### src/rtl/cv32e40x_rvfi_instr_pipe.sv
// Shadow pipeline carrying the IF-aligned instruction OBI packet through ID, EX and WB for RVFI.
// Optional retire counter is built when CV32E40X_RVFI_INSTR_PIPE_CNT_EN is defined; otherwise retire_cnt_o is 0.

package cv32e40x_rvfi_instr_pipe_pkg;

    typedef struct packed {
        logic [31:0] addr;
        logic [31:0] rdata;
        logic        err;
        logic [1:0]  mpu_status;
    } rvfi_obi_instr_t;

endpackage

module cv32e40x_rvfi_instr_pipe
    import cv32e40x_rvfi_instr_pipe_pkg::*;
#(
    parameter bit CLEAR_ON_KILL = 1'b1
) (
    input  logic            clk,
    input  logic            rst_n,
    input  rvfi_obi_instr_t obi_instr_i,
    input  logic            if_valid_i,
    input  logic            id_ready_i,
    input  logic            id_valid_i,
    input  logic            ex_ready_i,
    input  logic            ex_valid_i,
    input  logic            wb_ready_i,
    input  logic            wb_valid_i,
    input  logic            kill_id_i,
    input  logic            kill_ex_i,
    input  logic            kill_wb_i,
    output rvfi_obi_instr_t obi_instr_wb_o,
    output logic            obi_valid_wb_o,
    output logic            protocol_err_o,
    output logic [63:0]     retire_cnt_o
);

    rvfi_obi_instr_t r_pkt_id;
    rvfi_obi_instr_t r_pkt_ex;
    rvfi_obi_instr_t r_pkt_wb;
    logic            r_v_id;
    logic            r_v_ex;
    logic            r_v_wb;
    logic            r_protocol_err;

    logic w_t_if_id;
    logic w_t_id_ex;
    logic w_t_ex_wb;
    logic w_ret;
    logic w_protocol_err;

    assign w_t_if_id = if_valid_i && id_ready_i;
    assign w_t_id_ex = id_valid_i && ex_ready_i;
    assign w_t_ex_wb = ex_valid_i && wb_ready_i;
    assign w_ret     = wb_valid_i;

    // A transfer out of an empty stage is flagged, but still moves the (invalid) packet along.
    assign w_protocol_err = (w_t_id_ex && !r_v_id) ||
                            (w_t_ex_wb && !r_v_ex) ||
                            (w_ret     && !r_v_wb);

    always_ff @(posedge clk or negedge rst_n) begin
        if (!rst_n) begin
            r_pkt_id <= '0;
            r_v_id   <= 1'b0;
        end else if (kill_id_i) begin
            r_v_id <= 1'b0;
            if (CLEAR_ON_KILL) begin
                r_pkt_id <= '0;
            end
        end else if (w_t_if_id) begin
            r_pkt_id <= obi_instr_i;
            r_v_id   <= 1'b1;
        end else if (w_t_id_ex) begin
            r_v_id <= 1'b0;
        end
    end

    always_ff @(posedge clk or negedge rst_n) begin
        if (!rst_n) begin
            r_pkt_ex <= '0;
            r_v_ex   <= 1'b0;
        end else if (kill_ex_i) begin
            r_v_ex <= 1'b0;
            if (CLEAR_ON_KILL) begin
                r_pkt_ex <= '0;
            end
        end else if (w_t_id_ex) begin
            r_pkt_ex <= r_pkt_id;
            r_v_ex   <= r_v_id;
        end else if (w_t_ex_wb) begin
            r_v_ex <= 1'b0;
        end
    end

    always_ff @(posedge clk or negedge rst_n) begin
        if (!rst_n) begin
            r_pkt_wb <= '0;
            r_v_wb   <= 1'b0;
        end else if (kill_wb_i) begin
            r_v_wb <= 1'b0;
            if (CLEAR_ON_KILL) begin
                r_pkt_wb <= '0;
            end
        end else if (w_t_ex_wb) begin
            r_pkt_wb <= r_pkt_ex;
            r_v_wb   <= r_v_ex;
        end else if (w_ret) begin
            r_v_wb <= 1'b0;
        end
    end

    always_ff @(posedge clk or negedge rst_n) begin
        if (!rst_n) begin
            r_protocol_err <= 1'b0;
        end else begin
            r_protocol_err <= w_protocol_err;
        end
    end

`ifdef CV32E40X_RVFI_INSTR_PIPE_CNT_EN
    logic [63:0] r_retire_cnt;

    // A kill in the same cycle does not cancel the retirement.
    always_ff @(posedge clk or negedge rst_n) begin
        if (!rst_n) begin
            r_retire_cnt <= '0;
        end else if (w_ret && r_v_wb) begin
            r_retire_cnt <= r_retire_cnt + 64'd1;
        end
    end

    assign retire_cnt_o = r_retire_cnt;
`else
    assign retire_cnt_o = 64'h0;
`endif

    assign obi_instr_wb_o = r_pkt_wb;
    assign obi_valid_wb_o = r_v_wb;
    assign protocol_err_o = r_protocol_err;

endmodule

### config.mk
export PLATFORM = sky130hd
export DESIGN_NAME = cv32e40x_rvfi_instr_pipe
export DESIGN_NICKNAME = d
export VERILOG_FILES = /design/src/rtl/cv32e40x_rvfi_instr_pipe.sv
export SDC_FILE = /design/constraint.sdc
export NUM_CORES = 1
export LEC_CHECK = 0
export BUFFER_PORTS_ARGS = -buffer_cell sky130_fd_sc_hd__buf_2
export CORE_ASPECT_RATIO = 0.9
export CORE_MARGIN = 2
export CORE_UTILIZATION = 45
export DETAILED_ROUTE_END_ITERATION = 10
export GPL_ROUTABILITY_DRIVEN = 1
export PLACE_DENSITY = 0.8
export SYNTH_ARGS = -nofsm -noshare
export SYNTH_HDL_FRONTEND = slang
export SYNTH_SLANG_ARGS = --single-unit
### constraint.sdc
create_clock -name clk -period 0.8 [get_ports clk]
set_input_delay 0.16 -clock clk [delete_from_list [all_inputs] [get_ports clk]]
set_output_delay 0.16 -clock clk [all_outputs]
set_load 0.02 [all_outputs]
## Word level (Yosys, flattened, before mapping)

Cells that the tools add are included.
Widths: inputs -> output; s select.

- Register bits: 205
- Logic and storage cells: 48

- Mux-type cells: 15
- Reduce and logical (&&, ||, !) cells: 17

Operators by type and width:

| cell | number |
|---|---|
| $mux 67 | 6 |
| $mux 1 | 9 |
| $reduce_bool 3->1 | 3 |
| $logic_and 1x1->1 | 6 |
| $reduce_bool 2->1 | 3 |
| $logic_not 1->1 | 3 |
| $logic_or 1x1->1 | 2 |

## Logic depth before layout (Yosys ltp)

Gate-level depths: netlist of run 1.

- Depth after elaboration: 4
- Gate-level depth with buffers: 6
- Mapped depth without buffers: 3

## Least setup slack after synthesis of run 1

Ideal clock, no wire load.

- Kind: input port to flip-flop
- Start point: input if_valid_i
- End point: register r_v_id
- Library setup time: 120 ps
- Arrival: 863 ps
- Data required time: 680 ps
- Slack: -183 ps
- Cell stages on the path: 5
- Path buffers: 3
- Cells stage by stage: and3_1 buf_2 buf_6 buf_6 a31o_1

- Longest elaborated chain between the ends: 3
- Elaborated cells on any way between the ends: 4
- Those cells by class: 2 x mux; 2 x reduce/logical

RTL lines:

| what | RTL line | RTL |
|---|---|---|
| start: declaration | 23 | `input logic if_valid_i,` |
| $logic_and 1x1->1 * | 53 | `assign w_t_if_id = if_valid_i && id_ready_i;` |
| $mux 1 | 72 | `end else if (w_t_if_id) begin` |
| $mux 1 | 67 | `end else if (kill_id_i) begin` |
| end signal: assignment | 66 | `r_v_id <= 1'b0;` |
| end signal: assignment | 68 | `r_v_id <= 1'b0;` |
| end signal: assignment | 74 | `r_v_id <= 1'b1;` |
| end: declaration | 42 | `logic r_v_id;` |

Every way passes the cells marked *; elsewhere a longest branch is shown, timed or not.
A chain may end at the register's enable or synchronous reset.

## Final worst setup path of run 1

- Start point: register r_pkt_wb (netlist bit obi_instr_wb_o[2])
- End point: output obi_instr_wb_o[2] (netlist name)

RTL lines:

| what | RTL line | RTL |
|---|---|---|
| start: declaration | 41 | `rvfi_obi_instr_t r_pkt_wb;` |
| start signal: assignment | 107 | `r_pkt_wb <= r_pkt_ex;` |
| end: declaration | 33 | `output rvfi_obi_instr_t obi_instr_wb_o,` |

No word-level cell between the ends.

==> flow_metrics.tcl, run 1 <==
set metrics [dict create \
    status "finished with violations" \
    violations "negative setup slack" \
    synth-seq-cells 205 \
    track_usage_pct 21.94 \
    final-setup-viol-count 73 \
    fin_crit_sh_pct 156.1 \
    peakVddDrop_v 0.001655 \
    cp_max_fo 2 \
    core_area_um2 18230 \
    max_cap_viol_count 0 \
    synth_warnings 0 \
    drc 0 \
    leakagePower_nw 5.402 \
    post_synth.cell_area_avg_um2 10.15 \
    dp_slack_ns -0.2668 \
    num_vias 6684 \
    grt_start_max_net_pins 48 \
    path_class "reg -> out" \
    cp_data_required_time_ns 0.64 \
    crit_arrival_ns 1.09 \
    rsz0062_at_grt "true" \
    worstReg2RegStart "obi_instr_wb_o[14]" \
    met2_usage_pct 38.39 \
    ios 212 \
    drt-initial-drc-count 467 \
    busiest_layer "met2" \
    cts_root_buffer "clkbuf_16" \
    powerDensity_nw_per_um2 1976 \
    finalSetupTns_ns -26.79 \
    dpl_cell_area_um2 9330 \
    worstSetupStartpoint "obi_instr_wb_o[2]" \
    initial_core_util_pct 45.42 \
    layout_setup_ws_ns -0.4489 \
    grt_pass1_vias 6656 \
    path_cells "buf_6" \
    yosysTopAreaCell "dfrtp_1" \
    cts.sinks 205 \
    final_cell_mix "nand2_1, dfrtp_1, a21oi_1" \
    routabilityCongestion 0.7922 \
    min-delay-start "kill_ex_i" \
    start_kind "flop" \
    endpoint_kind "output pin" \
    ant_nets 0 \
    yosys.area.top_type_share_pct 61.95 \
    dr.pass1.iters 5 \
    drive_gt1_share_pct 25.81 \
    use_met3_pct 3.586 \
    syn_area_um2 8280 \
    antenna_found_initial 1 \
    clockBufferDepth 3 \
    hp-class "in -> reg" \
    num_rows 47 \
    drv_slew 0 \
    grt_pass1_wl_um 34400 \
    io_buffers 147 \
    synth-seq-area-share_pct 61.95 \
    yosys-top-cells-area "dfrtp_1, nand2_1, a21oi_1, a22o_1, buf_4" \
    hpwl_um 12760 \
    finalHoldViolCount 0 \
    htreeDepth 1 \
    clock_latency_ns 0.49 \
    grt-ovfl-total 0 \
    clkTransAtPathRegs_ns 0.06 \
    final.min_clock_period_ns 1.249 \
    viasPerCell 5.033 \
    synth_cell_types 17 \
    nNetsFinal 1145 \
    fin_area_um2 11490 \
    syn_inst 816 \
    final_common_cell "nand2_1" \
    wl_um 21730 \
    synthToLayoutAreaGrowth_pct 38.79 \
    worst_path_max_delay_cell "dfrtp_1" \
    die-area_um2 19500 \
    cts_buffers 21 \
    finalClockSkew_ns 0.01010 \
    fmax_mhz 800.7 \
    wl_per_cell_um 16.36 \
    reg2reg_setup_slack_ns -0.08 \
    grt_use_met1_pct 27.96 \
    slowest_delay_ns 0.43 \
    fp.dieW_um 147.0 \
    crit_family "flip-flops" \
    cp_num_buf_inv 1 \
    die_h_um 132.7 \
    power.total_mw 22.71 \
    cts_tree "done" \
]
worst paths after layout:
kind                                       to  cells after the start
min                              r_pkt_ex[16]                      3
min reg2reg                       r_pkt_id[9]                      1
max                         obi_instr_wb_o[2]                      1
max reg2reg                obi_instr_wb_o[14]                      4
min in group asynchronous        r_pkt_ex[37]                      2
max in group asynchronous  obi_instr_wb_o[23]                      3
registers in the layout, indices dropped and copies added, names as in the netlist:
name,count
r_v_id,1
obi_valid_wb_o,1
r_pkt_id,67
protocol_err_o,1
r_pkt_ex,67
r_v_ex,1
obi_instr_wb_o,67
what timing repair did:
item	4_1_cts	5_1_grt
setup endpoints to repair	69	77
buffers inserted	18	17
resized for setup	139	24
pin swaps	0	4
hold buffers	69	0
hold endpoints to repair	274	0
per-stage QoR:
stage,hold slack (ns),instances,util (%)
floorplan,-0.1356,879,-
global placement,0.09971,1186,51.18
detailed placement,0.1032,1186,51.18
CTS,0.06476,1311,61.93
global route,0.07570,1327,63.03
finish,0.07962,1328,63.04
synth_stat cells:
master,instances
and2_1,2
buf_4,73
nand2b_1,1
dfrtp_1,205
o221ai_1,1
nand3b_1,1
a22o_1,67
conb_1,1
nand3_1,1
a21oi_1,137
and3_1,1
buf_2,23
a31o_1,1
nand2_1,272
clkbuf_1,26
inv_1,1
buf_6,3
report_power, final:
part / switching [mW] / internal, mW / total, mW / leakage (nW)
clock: 3.84 / 5.98 / 9.82 / 0.341
combinational: 1.29 / 0.840 / 2.13 / 2.23
sequential: 0.151 / 10.6 / 10.8 / 2.83
area by class of cell:
cell class	instances	area, um2
diodes	2	5.005
clock buffers	34	624.3
flip-flops and latches	205	5130
repair buffers	289	2651
multi-input cells	548	2690
well taps	245	306.5
clock inverters	4	73.82
inverters	1	11.26
fillers	1357	6738
cell families after synthesis:
kind of cell | after synthesis | share of synthesized area, %
AO/OA/AOI/OAI | 206 | 15.58
buffers and inverters | 126 | 9.640
AND/OR/NAND/NOR | 278 | 12.78
other | 1 | 0.04529
flip-flops | 205 | 61.95
routing by layer:
| layer | share of wire [%] | routed length, um | vias up |
|---|---|---|---|
| met3 | 6.0 | 1294 | 57 |
| met5 | 0 | 0 | - |
| met1 | 39 | 8552 | 3280 |
| met2 | 51 | 11120 | 266 |
| met4 | 3.5 | 760 | 0 |
| li1 | - | - | 3081 |
Note: power is estimated with default switching activity, not from simulation.
==> run 2: changes to the inputs <==
Settings changed: SKIP_CTS_REPAIR_TIMING set to 1.
==> run 2 against run 1 <==
The run still ends with negative setup slack left. Clock power barely moved. Global-route usage fell by 2.4 points. Non-clock buffer count fell by 4. Via count fell by 0.24%. Critical path type unchanged.
==> flow_metrics.tcl, run 2 (same netlist as run 1, synthesis figures left out) <==
set metrics [dict create \
    wl_um 21940 \
    clock_latency_ns 0.49 \
    use_met3_pct 3.379 \
    drc 0 \
    clkTransAtPathRegs_ns 0.06 \
    leakagePower_nw 5.372 \
    drv_slew 0 \
    status "finished with violations" \
    worstSetupStartpoint "obi_instr_wb_o[35]" \
    holdWs_ns 0.07599 \
    final_common_cell "nand2_1" \
    violations "negative setup slack" \
    worst_path_max_delay_cell "dfrtp_1" \
    start_kind "flop" \
    grt_use_met1_pct 26.72 \
    antenna_found_initial 0 \
    peakVddDrop_v 0.001638 \
    fmax_mhz 811.0 \
    num_rows 47 \
    p_sw_share_pct 23.33 \
    hpwl_um 12760 \
    cts_root_buffer "clkbuf_16" \
    reg2reg_depth 3 \
    min-delay-start "kill_ex_i" \
    ios 212 \
    synthToLayoutAreaGrowth_pct 37.61 \
    p_clk_share_pct 43.4 \
    cp_data_required_time_ns 0.64 \
    grt_pass1_wl_um 30710 \
    layout_setup_ws_ns -0.4331 \
    track_usage_pct 19.51 \
    cts_tree "done" \
    hold_depth 3 \
    p_comb_share_pct 9.3 \
    cp_max_fo 2 \
    final-setup-viol-count 72 \
    cts_buffers 21 \
    die-area_um2 19500 \
    fp.dieW_um 147.0 \
    drive_gt1_share_pct 24.23 \
    antenna_cells 0 \
    dp_slack_ns -0.2668 \
    dr.pass1.iters 4 \
    utilization_pct 62.51 \
    grt_start_max_net_pins 48 \
    grt-ovfl-total 0 \
    worstReg2RegStart "obi_instr_wb_o[35]" \
    clockBufferDepth 3 \
    finalHoldViolCount 0 \
    fill_cells 1386 \
    grt_pass1_vias 5838 \
    max_cap_viol_count 0 \
    power.internal_mw 17.42 \
    crit_arrival_ns 1.07 \
    num_vias 6668 \
    io_buffers 147 \
    switchingPower_mw 5.300 \
    reg2reg_setup_slack_ns -0.03 \
    endpoint_kind "output pin" \
    hp-class "in -> reg" \
    wl_per_cell_um 16.59 \
    slowest_delay_ns 0.43 \
    final.min_clock_period_ns 1.233 \
    seqPwrFrac_pct 47.3 \
    final_cell_mix "nand2_1, dfrtp_1, a21oi_1" \
    rsz0062_at_grt "true" \
    finalClockSkew_ns 0.01044 \
    fin_crit_sh_pct 154.1 \
    cts.sinks 205 \
    die_h_um 132.7 \
    htreeDepth 1 \
    path_cells "buf_6" \
    viasPerCell 5.044 \
    hold_end "r_pkt_ex[33]" \
    regToRegEndpoint "obi_instr_wb_o[35]" \
    crit_family "flip-flops" \
    cp_num_buf_inv 1 \
    initial_core_util_pct 45.42 \
    busiest_layer "met2" \
    routabilityCongestion 0.7922 \
    drt-initial-drc-count 509 \
    nNetsFinal 1141 \
    path_class "reg -> out" \
    ant_nets 0 \
    powerDensity_nw_per_um2 1994 \
    met2_usage_pct 32.26 \
    core_area_um2 18230 \
]
[run 2: changes by cell type in the layout (fill, tap and decap cells not counted), moves of 2 or more]
cell | previous run | this run
buf_6 | 72 | 69
diode_2 | 2 | 0
a21oi_1 | 125 | 131
nand2_2 | 11 | 5
nand2_1 | 261 | 267
a21oi_2 | 11 | 5
[run 2: power by group through the flow]
stage | registers, mW | clock network, mW | logic (mW)
floorplan | 10.9 | 0 | 1.22
detailed placement | 10.9 | 0 | 1.79
global placement | 10.9 | 0 | 1.76
CTS | 10.7 | 10.0 | 1.79
global route | 10.8 | 10.4 | 2.30
finish | 10.8 | 9.85 | 2.11
[run 2: how the worst max path moves through the flow]
stage	end	slack (ns)	depth (start not counted)
global route	obi_instr_wb_o[66]	-0.46	1
detailed placement	r_pkt_id[61]	-0.27	5
global placement	r_pkt_id[61]	-0.24	5
CTS	obi_valid_wb_o	-0.45	1
finish	obi_instr_wb_o[35]	-0.43	1
floorplan	r_v_id	-0.17	6
[run 2: worst reg2reg max path, delay by kind of cell, from the launching register on]
kind | cells | cell delay (ns)
AOI/OAI and AO/OA | 1 | 0.16
buffers and inverters | 1 | 0.14
DFF | 1 | 0.42
and+or+nand+nor | 1 | 0.04
[run 2: cell type report]
cell class,instances,area (um2),area share (%)
Timing Repair Buffer,285,2610,22.91
Sequential cell,205,5130,45.02
Clock buffer,34,624.3,5.479
Tap cell,245,306.5,2.690
Clock inverter,4,73.82,0.6479
Inverter,1,11.26,0.09882
Multi-Input combinational cell,548,2639,23.16
[run 2: routing by layer]
metal  vias up  wire length, um
li1       3067                -
met1      3258             8703
met2       291            11270
met3        52             1289
met4         0              671
met5         -                0
[run 2: stage by stage]
step                setup TNS, ns  std cells  total power [mW]  instance area, um2
finish                     -26.45       1322             22.72               11390
global route               -28.67       1322             23.51               11390
detailed placement         -41.15       1186             12.72                9330
CTS                        -28.36       1224             22.55               10030
global placement           -36.84       1186             12.68                9330
floorplan                  -10.64        879             12.13                8643
==> run 3: changes to the inputs <==
Clock period 0.8 ns to 1.16 ns, I/O delays scaled along.
==> run 3 against run 2 <==
Die area did not move. Critical path depth did not move. The run ends with negative hold slack, negative setup slack left. Setup slack improved by 0.30 ns. Non-clock buffer count fell by 19. Total power fell by 32%. Largest power group unchanged. Highest routed layer unchanged.
==> flow_metrics.tcl, run 3 (same netlist as run 1, synthesis figures left out) <==
set metrics [dict create \
    status "finished with violations" \
    violations "negative hold slack, negative setup slack" \
    cts_root_buffer "clkbuf_16" \
    clkTransAtPathRegs_ns 0.07 \
    grt-ovfl-total 0 \
    reg2reg_setup_slack_ns 0.30 \
    cp_num_buf_inv 1 \
    fin_crit_sh_pct 111.4 \
    fin_area_um2 11160 \
    io_buffers 147 \
    hold_depth 2 \
    rsz0062_at_grt "true" \
    htreeDepth 1 \
    instances_no_fill 1301 \
    drt-initial-drc-count 667 \
    cts.sinks 205 \
    max_cap_viol_count 0 \
    die-area_um2 19500 \
    powerDensity_nw_per_um2 1387 \
    dr.pass1.iters 5 \
    grt_pass1_wl_um 29890 \
    seqPwrFrac_pct 47.9 \
    routabilityCongestion 0.8147 \
    cp_max_fo 2 \
    cp.depth 1 \
    worstReg2RegStart "obi_instr_wb_o[16]" \
    crit_end "obi_instr_wb_o[63]" \
    holdWs_ns -0.007470 \
    core_area_um2 18230 \
    start_kind "flop" \
    finalClockSkew_ns 0.01227 \
    final.min_clock_period_ns 1.292 \
    fmax_mhz 773.7 \
    dpl_cell_area_um2 9159 \
    drive_gt1_share_pct 22.94 \
    die_h_um 132.7 \
    worstSetupStartpoint "obi_instr_wb_o[63]" \
    num_rows 47 \
    crit_arrival_ns 1.06 \
    path_class "reg -> out" \
    power.internal_mw 11.89 \
    peakVddDrop_v 0.001027 \
    synthToLayoutAreaGrowth_pct 34.78 \
    nNetsFinal 1121 \
    path_cells "buf_6" \
    final_common_cell "nand2_1" \
    track_usage_pct 18.80 \
    p_sw_share_pct 23.17 \
    power.total_mw 15.48 \
    cts_buffers 20 \
    drv_slew 0 \
    hpwl_um 12200 \
    dp.cells 1168 \
    worst_path_max_delay_cell "dfrtp_1" \
    leakagePower_nw 5.274 \
    ant_nets 0 \
    slowest_delay_ns 0.42 \
    cp_data_required_time_ns 0.93 \
    regToRegEndpoint "obi_instr_wb_o[16]" \
    reg2reg_depth 3 \
    layout_setup_ws_ns -0.1325 \
    cts_tree "done" \
    final_cell_mix "nand2_1, dfrtp_1, a21oi_1" \
    p_comb_share_pct 8.7 \
    finalHoldViolCount 2 \
    final-setup-viol-count 69 \
    drc 0 \
    fill_cells 1427 \
    wl_um 20720 \
    num_vias 6531 \
    crit_family "flip-flops" \
    p_clk_share_pct 43.3 \
    antenna_found_initial 0 \
    endpoint_kind "output pin" \
    ios 212 \
    clock_latency_ns 0.49 \
    grt_pass1_vias 5714 \
    fp.dieW_um 147.0 \
    switchingPower_mw 3.585 \
    clockBufferDepth 3 \
    hp-class "in -> reg" \
    wl_per_cell_um 15.92 \
    initial_core_util_pct 45.42 \
    finalSetupTns_ns -6.292 \
    viasPerCell 5.020 \
    grt_start_max_net_pins 69 \
]
[run 3: how the worst min path moves through the flow]
stage                    start            endpoint  slack, ns
6_report       obi_instr_i[17]        r_pkt_id[17]     -0.007
4_1_cts                  rst_n  obi_instr_wb_o[16]      -0.35
3_5_place_dp             rst_n  obi_instr_wb_o[16]       0.16
5_1_grt        obi_instr_i[55]        r_pkt_id[55]     -0.008
2_1_floorplan            rst_n   obi_instr_wb_o[0]      -0.06
3_3_place_gp             rst_n  obi_instr_wb_o[18]       0.16
[run 3: per-stage QoR]
step	utilization, %	worst slack, ns
final	61.22	-0.1325
after global routing	61.21	-0.1511
after detailed placement	50.24	-0.001382
after global placement	50.24	0.05621
after floorplan	-	0.1051
after CTS	54.01	-0.1588
[run 3: layer usage]
layer / GRT usage, % / wire, um
met3: 3.069 / 1032
met2: 31.09 / 10640
met1: 25.74 / 8311
met4: 5.929 / 739
met5: 0 / 0
[run 3: cell type report]
type / instances / area, um2 / area share, %
timing repair buffer: 266 / 2422 / 21.70
clock inverter: 5 / 77.57 / 0.6951
clock buffer: 30 / 609.3 / 5.460
tap: 245 / 306.5 / 2.747
sequential: 205 / 5130 / 45.96
multi-input combinational: 548 / 2609 / 23.37
inverter: 1 / 3.754 / 0.03363
antenna: 1 / 2.502 / 0.02242
[run 3: power by group through the flow]
stage                     sequential (mW)  combinational (mW)  clock [mW]
final                                7.42                1.35        6.71
after global routing                 7.43                1.47        7.12
after CTS                            7.41                1.16        6.82
after detailed placement             7.54                1.16           0
after global placement               7.53                1.14           0
after floorplan                      7.53               0.790           0
